$ cat src/rtl/debug_pkg.sv
// debug_pkg: shared state encoding and counter widths for the debug step controller.
package debug_pkg;

    typedef enum logic [1:0] {
        DBG_RUN,
        DBG_HALT,
        DBG_STEP
    } dbg_state_t;

    localparam int unsigned STEP_COUNT_W = 16;

    // Width of the per-step cpu_en cycle counter for a given step length.
    function automatic int unsigned step_cnt_w(input int unsigned step_cycles);
        return $clog2(step_cycles + 1);
    endfunction

endpackage

$ cat src/rtl/input_debouncer.sv
// input_debouncer: synchronises one asynchronous input and only forwards a new level
// once it has persisted for DEBOUNCE_CYCLES consecutive cycles.
module input_debouncer #(
    parameter int unsigned SYNC_STAGES     = 2,
    parameter int unsigned DEBOUNCE_CYCLES = 500000,
    parameter bit          RST_VAL         = 1'b0
) (
    input  logic clk,
    input  logic rst,
    input  logic raw_in,
    output logic stable_out
);

    localparam int unsigned CNT_W = (DEBOUNCE_CYCLES > 1) ? $clog2(DEBOUNCE_CYCLES) : 1;
    localparam logic [CNT_W-1:0] CNT_LAST = CNT_W'(DEBOUNCE_CYCLES - 1);

    logic [SYNC_STAGES-1:0] r_sync;
    logic [CNT_W-1:0]       r_cnt;
    logic                   r_stable;
    logic                   w_sync;

    assign w_sync     = r_sync[SYNC_STAGES-1];
    assign stable_out = r_stable;

    // Metastability chain, reset to the input's inactive level.
    always_ff @(posedge clk) begin
        if (rst) begin
            r_sync <= {SYNC_STAGES{RST_VAL}};
        end else begin
            r_sync <= {r_sync[SYNC_STAGES-2:0], raw_in};
        end
    end

    // Count consecutive disagreeing samples; adopt the new level on the last one.
    always_ff @(posedge clk) begin
        if (rst) begin
            r_cnt    <= '0;
            r_stable <= RST_VAL;
        end else if (w_sync == r_stable) begin
            r_cnt <= '0;
        end else if (r_cnt == CNT_LAST) begin
            r_cnt    <= '0;
            r_stable <= w_sync;
        end else begin
            r_cnt <= r_cnt + CNT_W'(1);
        end
    end

endmodule

$ cat src/rtl/debug_step_ctrl.sv
// debug_step_ctrl: debug switch / step key front end producing the CPU clock-enable.
// Optional feature: define AUTO_STEP_EN to auto-repeat steps while the key is held.
module debug_step_ctrl
    import debug_pkg::*;
#(
    parameter int unsigned SYNC_STAGES     = 2,
    parameter int unsigned DEBOUNCE_CYCLES = 500000,
    parameter int unsigned STEP_CYCLES     = 1,
    parameter int unsigned HOLD_CYCLES     = 25000000,
    parameter int unsigned REPEAT_CYCLES   = 5000000
) (
    input  logic                    clk,
    input  logic                    rst,
    input  logic                    key_step_n,
    input  logic                    sw_debug,
    output logic                    debug,
    output logic                    cpu_en,
    output logic [STEP_COUNT_W-1:0] step_count
);

    localparam int unsigned STEP_CNT_W = step_cnt_w(STEP_CYCLES);

    // Reject configurations the counters cannot represent.
    if (SYNC_STAGES < 2 || DEBOUNCE_CYCLES < 1 || STEP_CYCLES < 1 ||
        HOLD_CYCLES < 1 || REPEAT_CYCLES < 1) begin : g_bad_cfg
        $error("debug_step_ctrl: invalid parameter set");
    end

    dbg_state_t              r_state;
    logic                    r_debug;
    logic                    r_cpu_en;
    logic [STEP_CNT_W-1:0]   r_step_cnt;
    logic [STEP_COUNT_W-1:0] r_step_count;
    logic                    r_key_prev;
    logic                    w_sw_stable;
    logic                    w_key_stable;
    logic                    w_press;
    logic                    w_step_req;

    input_debouncer #(
        .SYNC_STAGES    (SYNC_STAGES),
        .DEBOUNCE_CYCLES(DEBOUNCE_CYCLES),
        .RST_VAL        (1'b0)
    ) u_sw_db (
        .clk       (clk),
        .rst       (rst),
        .raw_in    (sw_debug),
        .stable_out(w_sw_stable)
    );

    input_debouncer #(
        .SYNC_STAGES    (SYNC_STAGES),
        .DEBOUNCE_CYCLES(DEBOUNCE_CYCLES),
        .RST_VAL        (1'b1)
    ) u_key_db (
        .clk       (clk),
        .rst       (rst),
        .raw_in    (key_step_n),
        .stable_out(w_key_stable)
    );

    // Remember the previous debounced key level to find the press edge.
    always_ff @(posedge clk) begin
        if (rst) begin
            r_key_prev <= 1'b1;
        end else begin
            r_key_prev <= w_key_stable;
        end
    end

    assign w_press = r_key_prev & ~w_key_stable;

`ifdef AUTO_STEP_EN
    localparam int unsigned HOLD_MAX = (HOLD_CYCLES > REPEAT_CYCLES) ? HOLD_CYCLES : REPEAT_CYCLES;
    localparam int unsigned HOLD_W   = $clog2(HOLD_MAX + 1);

    logic              r_hold_on;
    logic              r_repeating;
    logic [HOLD_W-1:0] r_hold_cnt;
    logic              w_hold_hit;
    logic              w_rep_req;

    assign w_hold_hit = r_repeating ? (r_hold_cnt == HOLD_W'(REPEAT_CYCLES))
                                    : (r_hold_cnt == HOLD_W'(HOLD_CYCLES));
    assign w_rep_req  = r_hold_on & ~w_key_stable & w_hold_hit;
    assign w_step_req = w_press | w_rep_req;

    // Hold timer: armed by a press in HALT, first repeat after HOLD, then every REPEAT.
    always_ff @(posedge clk) begin
        if (rst || w_key_stable || r_state == DBG_RUN) begin
            r_hold_on   <= 1'b0;
            r_repeating <= 1'b0;
            r_hold_cnt  <= '0;
        end else if (w_press && r_state == DBG_HALT) begin
            r_hold_on   <= 1'b1;
            r_repeating <= 1'b0;
            r_hold_cnt  <= HOLD_W'(1);
        end else if (r_hold_on) begin
            if (w_hold_hit) begin
                r_repeating <= 1'b1;
                r_hold_cnt  <= HOLD_W'(1);
            end else begin
                r_hold_cnt <= r_hold_cnt + HOLD_W'(1);
            end
        end
    end
`else
    assign w_step_req = w_press;
`endif

    // RUN/HALT/STEP sequencer; outputs are registered alongside the state.
    always_ff @(posedge clk) begin
        if (rst) begin
            r_state      <= DBG_RUN;
            r_debug      <= 1'b0;
            r_cpu_en     <= 1'b1;
            r_step_cnt   <= '0;
            r_step_count <= '0;
        end else begin
            unique case (r_state)
                DBG_RUN: begin
                    if (w_sw_stable) begin
                        r_state      <= DBG_HALT;
                        r_debug      <= 1'b1;
                        r_cpu_en     <= 1'b0;
                        r_step_count <= '0;
                    end
                end
                DBG_HALT: begin
                    if (!w_sw_stable) begin
                        r_state  <= DBG_RUN;
                        r_debug  <= 1'b0;
                        r_cpu_en <= 1'b1;
                    end else if (w_step_req) begin
                        r_state      <= DBG_STEP;
                        r_cpu_en     <= 1'b1;
                        r_step_cnt   <= STEP_CNT_W'(STEP_CYCLES - 1);
                        r_step_count <= r_step_count + STEP_COUNT_W'(1);
                    end
                end
                DBG_STEP: begin
                    if (r_step_cnt == '0) begin
                        r_state  <= DBG_HALT;
                        r_cpu_en <= 1'b0;
                    end else begin
                        r_step_cnt <= r_step_cnt - STEP_CNT_W'(1);
                    end
                end
                default: begin
                    r_state  <= DBG_RUN;
                    r_debug  <= 1'b0;
                    r_cpu_en <= 1'b1;
                end
            endcase
        end
    end

    assign debug      = r_debug;
    assign cpu_en     = r_cpu_en;
    assign step_count = r_step_count;

endmodule
$ cat config.mk
export PLATFORM = sky130hd
export DESIGN_NAME = debug_step_ctrl
export DESIGN_NICKNAME = d
export VERILOG_FILES = /design/src/rtl/debug_pkg.sv /design/src/rtl/input_debouncer.sv /design/src/rtl/debug_step_ctrl.sv
export SDC_FILE = /design/constraint.sdc
export NUM_CORES = 1
export LEC_CHECK = 0
export ABC_AREA = 1
export CAP_MARGIN = 20
export CORE_UTILIZATION = 35
export CTS_CLUSTER_SIZE = 28
export DETAILED_ROUTE_END_ITERATION = 6
export GPL_TIMING_DRIVEN = 0
export PLACE_DENSITY = 0.58
export SLEW_MARGIN = 25
export SYNTH_ARGS = -nofsm -noshare
export SYNTH_HDL_FRONTEND = slang
export SYNTH_SLANG_ARGS = --single-unit
$ cat constraint.sdc
create_clock -name clk -period 1.9 [get_ports clk]
set_input_delay 0.475 -clock clk [delete_from_list [all_inputs] [get_ports clk]]
set_output_delay 0.475 -clock clk [all_outputs]
set_load 0.05 [all_outputs]
### Word-level counts from Yosys, hierarchy flattened

Cells that the tools add are included.

* add/sub/neg operators: 4
* multiply operators: 0
* divide/modulo/power cells: 0
* magnitude comparators: 0
* eq/ne operators: 12
* shift-type cells: 0
* muxes and demuxes: 21
* bitwise operators: 5
* reductions and logical operators: 11

Operator list (count)
* 16-bit two-way mux: 3
* 19-bit by 1-bit adder with 19-bit output (second input constant): 2
* 19-bit == test (second input constant): 2
* 16-bit one-hot mux with 2 select lines: 1
* 16-bit by 1-bit adder with 16-bit output (second input constant): 1
* 1-bit two-way mux: 9
* 3-bit AND reduction: 3
* 2-bit two-way mux: 4
* 2-bit != test (second input constant): 3
* 1-bit one-hot mux with 3 select lines: 2
* 2-bit one-hot mux with 3 select lines: 1
* 3-bit OR reduction: 2
* 2-bit by 1-bit != test with 1-bit output (second input constant): 2
* 1-bit NOT: 4
* 2-bit AND reduction: 2
* 4-bit AND reduction: 1
* 2-bit nonzero test: 2
* 3-bit != test (second input constant): 1
* 1-bit == test: 2
* 2-bit by 1-bit == test with 1-bit output (second input constant): 1
* 2-bit == test (second input constant): 1
* 2-bit zero test: 1
* 1-bit one-hot mux with 2 select lines: 1
* 1-bit bitwise AND: 1
* 1-bit subtractor (second input constant): 1

* register bits: 66
* latch bits: 0
* RAM bits: 0
* bits in read-only memories: 0
* memories: 0

### Depth between registers and ports, before layout

* depth in word-level cells: 5
* depth in mapped cells: 10
* mapped depth without buffers: 10

### Hierarchy

From an unflattened synthesis, not the netlist that was laid out.

* cell total of the unflattened synthesis: 498
* area total of the unflattened synthesis: 3380.7 um^2

Modules (own cells, without submodules)
* input_debouncer at u_sw_db: times used 1, cells an instance 180, area an instance 1162.4 um^2, sequential area each 440.4 um^2
* debug_step_ctrl: times used 1, cells an instance 155, area an instance 1114.8 um^2, sequential area each 420.4 um^2
* input_debouncer at u_key_db: times used 1, cells an instance 163, area an instance 1103.6 um^2, sequential area each 440.4 um^2

### Worst setup path after synthesis

No wires, ideal clock.

* path kind: reg-to-reg
* start point: reg r_step_count[1], in the netlist step_count[1]
* end point: reg r_step_count[10], in the netlist step_count[10]
* setup time: 112 ps
* data arrival time: 1548 ps
* slack: 240 ps
* cell stages (with the launch flop): 9
* path buffers: 0
* cells stage by stage: dfxtp_1 ha_1 nand2_1 nor2_1 nand2_1 nor2_4 nand3_1 nor2_1 nor2_1

* word-level cells in the longest chain between the ends: 4

RTL lines
* start: declaration: line debug_step_ctrl.sv:33 `logic [STEP_COUNT_W-1:0] r_step_count;`
* start signal: assignment: line debug_step_ctrl.sv:138 `r_step_count <= r_step_count + STEP_COUNT_W'(1);`
* 16-bit by 1-bit adder with 16-bit output: line debug_step_ctrl.sv:138
* 16-bit two-way mux: line debug_step_ctrl.sv:134 `end else if (w_step_req) begin`
* 16-bit two-way mux: line debug_step_ctrl.sv:130 `if (!w_sw_stable) begin`
* 16-bit one-hot mux with 2 select lines: line debug_step_ctrl.sv:120 `unique case (r_state)`

No other way between the ends. The select of a mux whose other input is x is not followed.
A chain may end at the register's enable or synchronous reset.

### Final worst setup path

* start point: reg r_step_count[5], in the netlist step_count[5]
* end point: out step_count[5]

RTL lines
* end: declaration: line debug_step_ctrl.sv:18 `output logic [STEP_COUNT_W-1:0] step_count`

No word-level cell between the ends.

==> impl_summary.md <==
Floorplan
The die is 99.4 µm tall. The die covers 9890 µm². The width of the die is 99.4 µm. In this run the standard cell core region covers 9200 µm².

The number of standard-cell rows in the floorplan is 35. The effective utilization at floorplan is 0.361. The I/O pin count is 22.

Synth
The cell count after synthesis is 481. Yosys instantiated no cell more often than sky130_fd_sc_hd__nand2_1. The number of distinct library cells after synthesis is 32. During synthesis, Yosys emitted a total of 0 warnings. The number of nets in the synthesized netlist is 488. The post-synthesis average cell area is 6.91 µm². Of the post-synthesis cell area, the dominant cell type holds 0.392. In the synthesized netlist, the cells that appear most often are sky130_fd_sc_hd__nand2_1, sky130_fd_sc_hd__nor2_1, sky130_fd_sc_hd__dfxtp_1. Yosys mapped a number of flops with a built-in enable equal to 0.

The most used flip-flop cell after synthesis is sky130_fd_sc_hd__dfxtp_1. Counting flops with an async set or reset pin after synthesis yields a share of 0. Ranked by total cell area, the synthesized netlist is headed by sky130_fd_sc_hd__dfxtp_1, sky130_fd_sc_hd__nand2_1, sky130_fd_sc_hd__nor2_1. The flip-flop and latch count after synthesis is 65. The post-synthesis cell area is 3320 µm². The biggest area contributor in the post-synthesis netlist is sky130_fd_sc_hd__dfxtp_1. The share of the yosys chip area belonging to registers is 0.392.

Power
The total power density per cell area is 686 nW/µm². The share of total power dissipated in sequential elements is 0.520. Internal power comes to 2.10 mW. In this run the power spent charging and discharging nets is 540 µW. Of the total power, the clock network draws 0.463. The share of total power dissipated in combinational logic is 0.018. Of the total power, the share spent switching nets is 0.205. Across the VDD grid, the largest voltage drop is 0.413 mV. In this run the static leakage power is 1.40 nW.

Worst setup path
The worst setup path is captured at an output port. The capture point of the worst reg-to-reg path is u_key_db.r_cnt[0]. The cell family contributing the most delay on the critical path is buffers and inverters. The nature of the critical path startpoint is a flop.

The register-to-register path setup slack is 0.20 ns. For this run, the slowest stage of the critical path takes 0.56 ns. The sum of buffers and inverters on the critical path is 1. The data arrival at the endpoint of the critical path is 1.34 ns.

The worst register-to-register path begins at u_key_db.r_cnt[0]. By startpoint and endpoint, the worst setup path is classified as flop to output port. Along the worst path, the maximum fanout reaches 6. The worst-path cell with the longest stage delay is sky130_fd_sc_hd__dlygate4sd2_1. The signal on the critical path passes through dlygate4sd2_1. At the worst endpoint, the required time is 1.42 ns.

The worst-case reg-to-reg path depth is 7.

Timing
For this run, the top clock speed supported by timing is 0.550 GHz. The final-report hold violation count is 0. The final worst hold slack is 0.415 ns. For the final database, setup skew stands at 0.00970 ns. The max-slew violation total from the final report is 0. At the pin with the least slew margin, the transition time is 0.494 ns.

The routed design could run at a clock period as short as 1.82 ns. Setup total negative slack on the finished layout was measured at 0 ns. The portion of the clock cycle consumed by the worst path in the final layout is 0.957. Setup repair after global routing left no endpoint under its margin.

Headroom to the max-slew limit came out at 0.672. Setup violations remaining at the end of the flow were counted as 0.

Clock tree
The clock passes through at most 2 buffers. CTS built an H-tree with a depth of 3. The clock slew seen by the registers of the worst setup and hold paths is 0.07 ns.

Clock tree synthesis found a total of 65 sinks. The number of buffers added by the clock tree synthesis step is 9. Buffers inserted to repair hold after CTS numbered 0. At the later pin of the worst-skew pair, clock insertion delay measures 0.34 ns. TritonCTS built the clock tree. The root buffer selected by CTS is sky130_fd_sc_hd__clkbuf_8.

Global route
The first global-routing pass estimated 12.2 mm of wire. The initial antenna violation count is 0. Entering global routing, the biggest net connects 11 pins. The total congestion overflow is 0. The global-route usage over all layers is 0.154.

The number of global-route vias before repair is 2747.

Routing
The first detailed-routing pass took 4 iterations. The count of nets left with antenna violations once routing finished came out at 0. The final wirelength is 6.73 mm.

The routed length per placed instance is 10.7 µm. The number of vias in the routed layout is 2944. The violation count after the first detailed-route iteration is 102. The remaining design rule violation count is 0.

Dividing the detail-routed via count by the number of cells gives 4.69.

Worst hold path
The beginning of the worst hold path is u_sw_db.r_sync[0]. The worst hold path stage count is 2. The worst hold path terminates at u_sw_db.r_sync[1]. The tightest min-delay check is of the flop to flop type.

Run
The total of max-cap violations is 0.

Final layout
After the last flow step, the layout net total stands at 519. The area growth from synthesis to layout is 15.8%. The count of inserted antenna diode cells is 0. In the final layout, the share of cells above drive strength 1 is 0.114.

Placement
Once detailed placement completed, the half-perimeter wirelength came to 5.13 mm. The routability congestion estimate from global placement is 0.832. Buffers placed on the I/O ports in this run total 20.

Status
The run finished with clean final reports.
per-stage QoR:
step / util / power (mW) / setup slack (ns) / std cells / area [µm²]
finish: 0.418 / 2.64 / 0.0821 / 628 / 3850
global route: 0.418 / 2.75 / 0.0226 / 628 / 3850
CTS: 0.418 / 2.69 / 0.0688 / 628 / 3850
detailed placement: 0.398 / 1.45 / 0.159 / 612 / 3660
global placement: 0.398 / 1.45 / 0.152 / 612 / 3660
floorplan: - / 1.43 / 0.240 / 481 / 3320
power groups by stage:
| stage | Combinational, mW | Sequential (mW) | Clock [mW] |
|---|---|---|---|
| after floorplan | 0.0338 | 1.40 | 0 |
| after global placement | 0.0471 | 1.40 | 0 |
| after detailed placement | 0.0475 | 1.40 | 0 |
| after CTS | 0.0475 | 1.37 | 1.27 |
| after global routing | 0.0532 | 1.37 | 1.33 |
| final | 0.0463 | 1.37 | 1.22 |
registers in the layout, summed over array words and instances (netlist names):
name and count:
u_key_db.r_cnt 19, u_sw_db.r_cnt 19, step_count 16, r_state 2, u_key_db.r_sync 2, u_sw_db.r_sync 2
cpu_en 1, debug 1, r_key_prev 1, u_key_db.stable_out 1, u_sw_db.stable_out 1
routing by layer:
| layer | vias up | routed length, µm | track usage |
|---|---|---|---|
| met5 | - | 0 | 0 |
| met4 | 0 | 106 | 0.0554 |
| met3 | 9 | 227 | 0.0450 |
| met2 | 36 | 3030 | 0.248 |
| met1 | 1312 | 3360 | 0.197 |
| li1 | 1587 | - | - |
placed cells by master (no fill, tap or decap), types with 3 or more instances in the layout:
| cell type | n |
|---|---|
| sky130_fd_sc_hd__nand4_1 | 20 |
| sky130_fd_sc_hd__nand2_4 | 4 |
| sky130_fd_sc_hd__dfxtp_1 | 65 |
| sky130_fd_sc_hd__nor2_2 | 15 |
| sky130_fd_sc_hd__nand2_2 | 5 |
| sky130_fd_sc_hd__nand3_1 | 22 |
| sky130_fd_sc_hd__xor2_1 | 11 |
| sky130_fd_sc_hd__nand3b_1 | 3 |
| sky130_fd_sc_hd__nand3_2 | 4 |
| sky130_fd_sc_hd__nor2_4 | 5 |
| sky130_fd_sc_hd__a21oi_1 | 23 |
| sky130_fd_sc_hd__nor3_1 | 5 |
| sky130_fd_sc_hd__ha_1 | 3 |
| sky130_fd_sc_hd__o21ai_0 | 11 |
| sky130_fd_sc_hd__nand2_1 | 118 |
| sky130_fd_sc_hd__clkbuf_8 | 12 |
| sky130_fd_sc_hd__inv_1 | 56 |
| sky130_fd_sc_hd__dlygate4sd2_1 | 18 |
| sky130_fd_sc_hd__nor2_1 | 87 |
| sky130_fd_sc_hd__xnor2_1 | 6 |
cell type report:
class	count	area, µm²
Fill cell	991	5350
Multi-Input combinational cell	353	1750
Sequential cell	65	1300
Inverter	59	224
Timing Repair Buffer	20	178
Clock buffer	14	173
Tap cell	111	139
Buffer	4	43.8
Clock inverter	2	35.0
cell families after synthesis:
kind of cell,after synthesis,synth area share
flops,65,0.392
fa+ha+maj,3,0.0113
xor+xnor,17,0.0448
simple gates,295,0.412
buf+inv,63,0.0806
compound gates,38,0.0591
worst max-delay path by stage:
| stage | start | endpoint | slack [ns] | depth (start not counted) |
|---|---|---|---|---|
| after CTS | step_count[5] | step_count[5] | 0.07 | 1 |
| after detailed placement | step_count[7] | step_count[7] | 0.16 | 1 |
| after global routing | step_count[7] | step_count[7] | 0.02 | 1 |
| final | step_count[5] | step_count[5] | 0.08 | 1 |
| after global placement | step_count[7] | step_count[7] | 0.15 | 1 |
| after floorplan | step_count[1] | step_count[10] | 0.24 | 8 |
timing repair:
action	CTS	global route
gates resized for setup	18	0
setup buffers	0	0
endpoints found under the setup margin	18	0
(Power assumes the default switching activity.)
